$ cat src/rtl/sys_resp_ctrl_pkg.sv
// ---------------------------------------------------------------------------
// sys_resp_ctrl_pkg
// Shared definitions for the system response controller: default data and
// ALU widths, the TX byte counter width, and the controller state encoding.
// ---------------------------------------------------------------------------
package sys_resp_ctrl_pkg;

   localparam int DATA_WIDTH_DEF = 8;
   localparam int ALU_WIDTH_DEF  = 2 * DATA_WIDTH_DEF;
   localparam int TX_CNT_W       = 8;

   typedef enum logic [1:0] {
      IDLE    = 2'd0,
      SEND_RF = 2'd1,
      SEND_LO = 2'd2,
      SEND_HI = 2'd3
   } resp_state_t;

endpackage

$ cat src/rtl/sys_resp_ctrl.sv
// ---------------------------------------------------------------------------
// sys_resp_ctrl
// Collects responses from the ALU (two bytes, low first) or the register
// file (one byte) and streams them into an async FIFO, honouring its full
// flag. Responses arriving while a previous one is still being sent are
// discarded and flagged with a one-cycle DROP pulse.
//
// Ports
//   CLK           in   REF_CLK domain clock
//   RST           in   asynchronous active-low reset
//   ALU_OUT       in   ALU result, qualified by OUT_VALID
//   OUT_VALID     in   one-cycle pulse qualifying ALU_OUT
//   RdData        in   register-file read data, qualified by RdData_Valid
//   RdData_Valid  in   one-cycle pulse qualifying RdData
//   F_FULL        in   FIFO write-side full flag
//   WR_DATA       out  byte presented to the FIFO (0 when idle)
//   W_INC         out  FIFO write strobe, one byte per high cycle
//   CTRL_BUSY     out  registered, high while not IDLE
//   DROP          out  one-cycle pulse when a response is discarded
//   TX_CNT        out  wrapping count of bytes written to the FIFO
// ---------------------------------------------------------------------------
module sys_resp_ctrl
   import sys_resp_ctrl_pkg::*;
#(
   parameter int DATA_WIDTH = DATA_WIDTH_DEF,
   parameter int ALU_WIDTH  = 2 * DATA_WIDTH
) (
   input  logic                  CLK,
   input  logic                  RST,
   input  logic [ALU_WIDTH-1:0]  ALU_OUT,
   input  logic                  OUT_VALID,
   input  logic [DATA_WIDTH-1:0] RdData,
   input  logic                  RdData_Valid,
   input  logic                  F_FULL,
   output logic [DATA_WIDTH-1:0] WR_DATA,
   output logic                  W_INC,
   output logic                  CTRL_BUSY,
   output logic                  DROP,
   output logic [TX_CNT_W-1:0]   TX_CNT
);

   resp_state_t            state_q;
   resp_state_t            state_nxt;
   logic [ALU_WIDTH-1:0]   alu_hold_q;
   logic [DATA_WIDTH-1:0]  rf_hold_q;
   logic [TX_CNT_W-1:0]    tx_cnt_q;
   logic                   drop_q;
   logic                   busy_q;
   logic                   is_idle;
   logic                   wr_fire;
   logic                   drop_nxt;

   assign is_idle = (state_q == IDLE);
   assign wr_fire = !is_idle && !F_FULL;

   // A response is lost either because the FSM is busy, or because both
   // sources fired together in IDLE and the ALU result took priority.
   assign drop_nxt = is_idle ? (OUT_VALID && RdData_Valid)
                             : (OUT_VALID || RdData_Valid);

   // State register
   always_ff @(posedge CLK or negedge RST) begin
      if (!RST) begin
         state_q <= IDLE;
         busy_q  <= 1'b0;
      end else begin
         state_q <= state_nxt;
         busy_q  <= (state_nxt != IDLE);
      end
   end

   // Next-state logic: send states only advance on an actual FIFO write
   always_comb begin
      state_nxt = state_q;
      unique case (state_q)
         IDLE: begin
            if (OUT_VALID)
               state_nxt = SEND_LO;
            else if (RdData_Valid)
               state_nxt = SEND_RF;
         end
         SEND_RF: if (wr_fire) state_nxt = IDLE;
         SEND_LO: if (wr_fire) state_nxt = SEND_HI;
         SEND_HI: if (wr_fire) state_nxt = IDLE;
         default: state_nxt = IDLE;
      endcase
   end

   // Output logic: byte-select mux and write strobe
   always_comb begin
      W_INC   = wr_fire;
      WR_DATA = '0;
      unique case (state_q)
         SEND_RF: WR_DATA = rf_hold_q;
         SEND_LO: WR_DATA = alu_hold_q[DATA_WIDTH-1:0];
         SEND_HI: WR_DATA = alu_hold_q[ALU_WIDTH-1:DATA_WIDTH];
         default: WR_DATA = '0;
      endcase
   end

   // Holding registers, drop pulse and byte counter
   always_ff @(posedge CLK or negedge RST) begin
      if (!RST) begin
         alu_hold_q <= '0;
         rf_hold_q  <= '0;
         tx_cnt_q   <= '0;
         drop_q     <= 1'b0;
      end else begin
         drop_q <= drop_nxt;
         if (is_idle && OUT_VALID)
            alu_hold_q <= ALU_OUT;
         else if (is_idle && RdData_Valid)
            rf_hold_q <= RdData;
         if (wr_fire)
            tx_cnt_q <= tx_cnt_q + 1'b1;
      end
   end

   assign CTRL_BUSY = busy_q;
   assign DROP      = drop_q;
   assign TX_CNT    = tx_cnt_q;

endmodule

$ cat config.mk
export PLATFORM = sky130hd
export DESIGN_NAME = sys_resp_ctrl
export DESIGN_NICKNAME = d
export VERILOG_FILES = /design/src/rtl/sys_resp_ctrl_pkg.sv /design/src/rtl/sys_resp_ctrl.sv
export SDC_FILE = /design/constraint.sdc
export NUM_CORES = 1
export LEC_CHECK = 0
export CORE_UTILIZATION = 25
export DETAILED_ROUTE_END_ITERATION = 16
export GPL_TIMING_DRIVEN = 0
export PLACE_DENSITY = 0.54
export RECOVER_POWER = 25
export SLEW_MARGIN = 30
export SYNTH_ARGS = -nofsm -noshare
export SYNTH_HDL_FRONTEND = slang
export SYNTH_SLANG_ARGS = --single-unit
$ cat constraint.sdc
create_clock -name CLK -period 2.1 [get_ports CLK]
set_input_delay 0.21 -clock CLK [delete_from_list [all_inputs] [get_ports CLK]]
set_output_delay 0.21 -clock CLK [all_outputs]
set_load 0.01 [all_outputs]
### Word-level counts from Yosys, hierarchy flattened

Cells that the tools add are included.

* add/sub/neg operators: 1
* equal/unequal tests: 3
* mux-type cells: 7
* bitwise operators: 1
* reduce and logical (&&, ||, !) cells: 11

Operator list (count)
* $pmux 8 s3: 1
* $add 8x1->8 const B: 1
* $mux 2: 4
* $pmux 2 s3: 1
* $eq 2x2->1 const B: 2
* $logic_and 1x1->1: 4
* $eq 2x1->1 const B: 1
* $logic_not 1->1: 2
* $logic_not 2->1: 1
* $reduce_and 2->1: 1
* $reduce_bool 2->1: 1
* $reduce_or 2->1: 1
* $logic_or 1x1->1: 1
* $mux 1: 1
* $not 1->1: 1

* register bits after elaboration: 36
* bits of input ports: 29
* output and inout bits: 19

### Longest topological paths before layout

* depth in word-level cells: 6
* depth in mapped cells: 6

### Worst setup path after synthesis

No wires, ideal clock.

* path type: flip-flop to flip-flop
* from: register state_q[0]
* to: register rf_hold_q[0]
* setup time: 125 ps
* arrival time: 1326 ps
* data required time: 1975 ps
* setup slack: 649 ps
* cell stages (with the launch flop): 4
* path buffers: 1
* path through: dfrtp_1 buf_6 nor4b_4 mux2_2

* word-level cells in the longest chain between the ends: 4
* elaborated cells between the ends (all ways): 5

RTL lines
* start: declaration: line sys_resp_ctrl.sv:42 `resp_state_t state_q;`
* start signal: assignment: line sys_resp_ctrl.sv:67 `state_q <= state_nxt;`
* $logic_not 2->1 *: line sys_resp_ctrl.sv:53 `assign is_idle = (state_q == IDLE);`
* $logic_and 1x1->1: line sys_resp_ctrl.sv:110 `if (is_idle && OUT_VALID)`
* $not 1->1 (no line)
* $reduce_and 2->1 (no line) *
* end signal: assignment: line sys_resp_ctrl.sv:113 `rf_hold_q <= RdData;`
* end: declaration: line sys_resp_ctrl.sv:45 `logic [DATA_WIDTH-1:0] rf_hold_q;`

Every way passes the cells marked *; elsewhere a longest branch is shown, timed or not.
A chain may end at the register's enable or synchronous reset.

### Worst setup path after layout

* from: register state_q[0]
* to: output WR_DATA[0]

* word-level cells in the longest chain between the ends: 2
* elaborated cells between the ends (all ways): 4

RTL lines
* $eq 2x2->1 / $eq 2x1->1 (equally long branches): line sys_resp_ctrl.sv:93 `unique case (state_q)`
* $pmux 8 s3 *: line sys_resp_ctrl.sv:93
* end: declaration: line sys_resp_ctrl.sv:35 `output logic [DATA_WIDTH-1:0] WR_DATA,`

Marks and branches as above.

==> impl_metrics.toml <==
[status]
outcome = "finished clean"

[timing]
holdWs_ns = 0.464
tightest_slew_ns = 0.667
finalCritPeriodShare_pct = 95.5
max_freq_mhz = 498
fin_worst_skew_ns = 0.00578
relSlewSlack_pct = 55.5
hold_violations = 0
setup_viol = 0
final_max_slew_viol_count = 0
period_needed_ns = 2.01
rsz0062_at_grt = "no"

[logic_synthesis]
synth_seq_cells = 36
yosysWarnings = 0
seq_area_frac_synth_pct = 54.4
synth_area_leaders = "dfrtp_1 54%, mux2_2 15%, mux2_4 9.1%"
ys_types = 21
netlist_area_sq_um = 1660
syn-mean-instance-area_sq_um = 13.7
synth_top_cell_by_area = "dfrtp_1"
syn_inst = 121
netlist.area_leader.share_pct = 54.4
syn-num-nets = 151

[global_routing]
grt_pass1_vias = 1211
grtUsageMet1_pct = 14.1
met3_usage_pct = 3.58
overflow = 0
grt.total_usage_pct = 11.4
grt_max_degree = 27
met2_usage_pct = 18.7
grt_pass1_wl_mm = 6.11
grt_busiest_layer = "met2"
antenna_found_initial = 0

[setup_path]
cp-end-kind = "output port"
cp_max_fo = 10
crit_type = "register to output port"
cp.arrival_ns = 1.80
cp-start-kind = "register"
worstPathRequired_ns = 1.89

[die]
ios = 48
start_util_pct = 25.9
rows = 29
die_area_sq_um = 6960
core_sq_um = 6390
die_width_microns = 83.4
die-height_microns = 83.4

[flow_run]
drv_cap = 0

[place]
portBuffers = 47
dpl.hpwl_mm = 2.52
routabilityCongestion = 0.682

[route]
drt-total-wl_mm = 3.63
dr.pass1.iters = 4
wire_per_inst_microns = 14.1
drt_iter0_drc = 18
drc = 0
routed_via_density = 4.40
ant_nets = 0
vias = 1136

[power]
p_leak_nw = 1.04
p_sw_mw = 1.06
p_comb_share_pct = 47.1
p_clk_share_pct = 15.2
p_int_mw = 2.24
power_mw = 3.29
power_density_nw_per_um2 = 1400
switching_share_pct = 32.1
ir_drop_v = 0.000693
p_seq_share_pct = 37.7

[final_layout]
seq_area_sq_um = 901
antenna_cells = 0
final_common_cell = "clkdlybuf4s50_1"
fin_nets = 210
multi_input_area_sq_um = 711
final_cell_mix = "38 x clkdlybuf4s50_1, 36 x dfrtp_1, 22 x mux2_2"
drive_gt1_share_pct = 28.7
final.fill_count = 639
area_growth_syn_to_layout_pct = 41.9

[clocking]
h-tree-depth = 2
insertion_delay_ns = 0.28
path_clk_slew_ns = 0.07
cts_tree = "done"
cts_sinks = 36
clockRootBuffer = "clkbuf_8"
cts_max_path_buffers = 2
cts-buffers-inserted = 5

[min_path]
hp-class = "input pin to asynchronous set/reset pin"
## area by class of cell
type	count	area share (%)
inverter	2	0.319
clock buffer	8	3.83
tap	77	4.10
sequential	36	38.3
multi-input combinational	78	30.2
buffer	5	2.29
timing repair buffer	52	20.9
## critical path, cell delays in order (launching register included)
cell and delay (ns):
dfrtp_1 0.38, buf_6 0.14, buf_8 0.14, inv_1 0.12, nor2_4 0.08, buf_4 0.15, a22o_1 0.23, dlygate4sd2_1 0.28
## cell usage after synthesis
library cell  instances
a21oi_1               4
a22o_1                8
and2_4                1
buf_4                 1
buf_6                 3
clkbuf_1              1
dfrtp_1              36
ha_1                  1
inv_1                 2
mux2_2               22
mux2_4               10
nand2_1               9
nand3_1               2
nand4_1               1
nor2_1                7
nor2_2                1
nor3_1                3
nor4b_4               1
o21bai_2              1
xnor2_1               2
xor2_1                5
## through the flow
stage / cells / cell area [sq um] / TNS [ns] / util [%] / setup WS [ns]
3_3_place_gp: 245 / 2220 / -4.42 / 34.8 / -0.173
5_1_grt: 258 / 2350 / 0 / 36.8 / 0.0195
4_1_cts: 258 / 2370 / 0 / 37.1 / 0.0684
6_report: 258 / 2350 / 0 / 36.8 / 0.0939
3_5_place_dp: 246 / 2240 / -1.31 / 35.1 / -0.179
2_1_floorplan: 121 / 1660 / 0 / - / 0.649
## registers in the layout, summed over array words and instances, names as in the netlist
signal and flops:
alu_hold_q 16, TX_CNT 8, rf_hold_q 8, state_q 2, CTRL_BUSY 1, DROP 1
## metal layers
layer	vias up	share of wire, %
li1	541	-
met1	557	44
met2	31	49
met3	7	5.9
met4	0	1.0
met5	-	0
## final timing paths
check                                       from                    endpoint  slack, ns  cells past startpoint
hold reg to reg            TX_CNT[7]$_DFFE_PN0P_       TX_CNT[7]$_DFFE_PN0P_       0.48                      1
hold / removal                               RST  alu_hold_q[14]$_DFFE_PN0N_       0.46                      2
min in group CLK           TX_CNT[7]$_DFFE_PN0P_       TX_CNT[7]$_DFFE_PN0P_       0.48                      1
setup / recovery            state_q[0]$_DFF_PN0_                  WR_DATA[0]       0.09                      7
setup reg to reg            state_q[1]$_DFF_PN0_    rf_hold_q[4]$_DFFE_PN0P_       0.44                      2
max in group asynchronous                    RST    rf_hold_q[7]$_DFFE_PN0P_       0.55                      3
## power by group through the flow
| stage | logic, mW | registers, mW | clock network [mW] |
|---|---|---|---|
| after floorplan | 0.965 | 1.23 | 0 |
| final | 1.55 | 1.24 | 0.502 |
| after global placement | 1.59 | 1.25 | 0 |
| after detailed placement | 1.60 | 1.25 | 0 |
| after global routing | 1.69 | 1.29 | 0.558 |
| after CTS | 1.59 | 1.25 | 0.522 |
## what timing repair did
action / 4_1_cts / 5_1_grt
hold buffers: 1 / 0
endpoints found under the hold margin: 10 / 0
gates resized for setup: 13 / 0
endpoints found under the setup margin: 8 / 0
setup buffers: 3 / 0
## cells by family (layout without fill, tap and decap cells)
group           count (synthesis)  after routing  share of synthesized area [%]
simple gates                   25             25                           7.86
fa+ha+maj                       1              1                          0.755
compound gates                 13             13                           6.12
mux                            32             32                           24.0
buf+inv                         7             67                           3.17
xor+xnor                        7              7                           3.70
flops                          36             36                           54.4
Note: power is estimated with default switching activity, not from simulation.
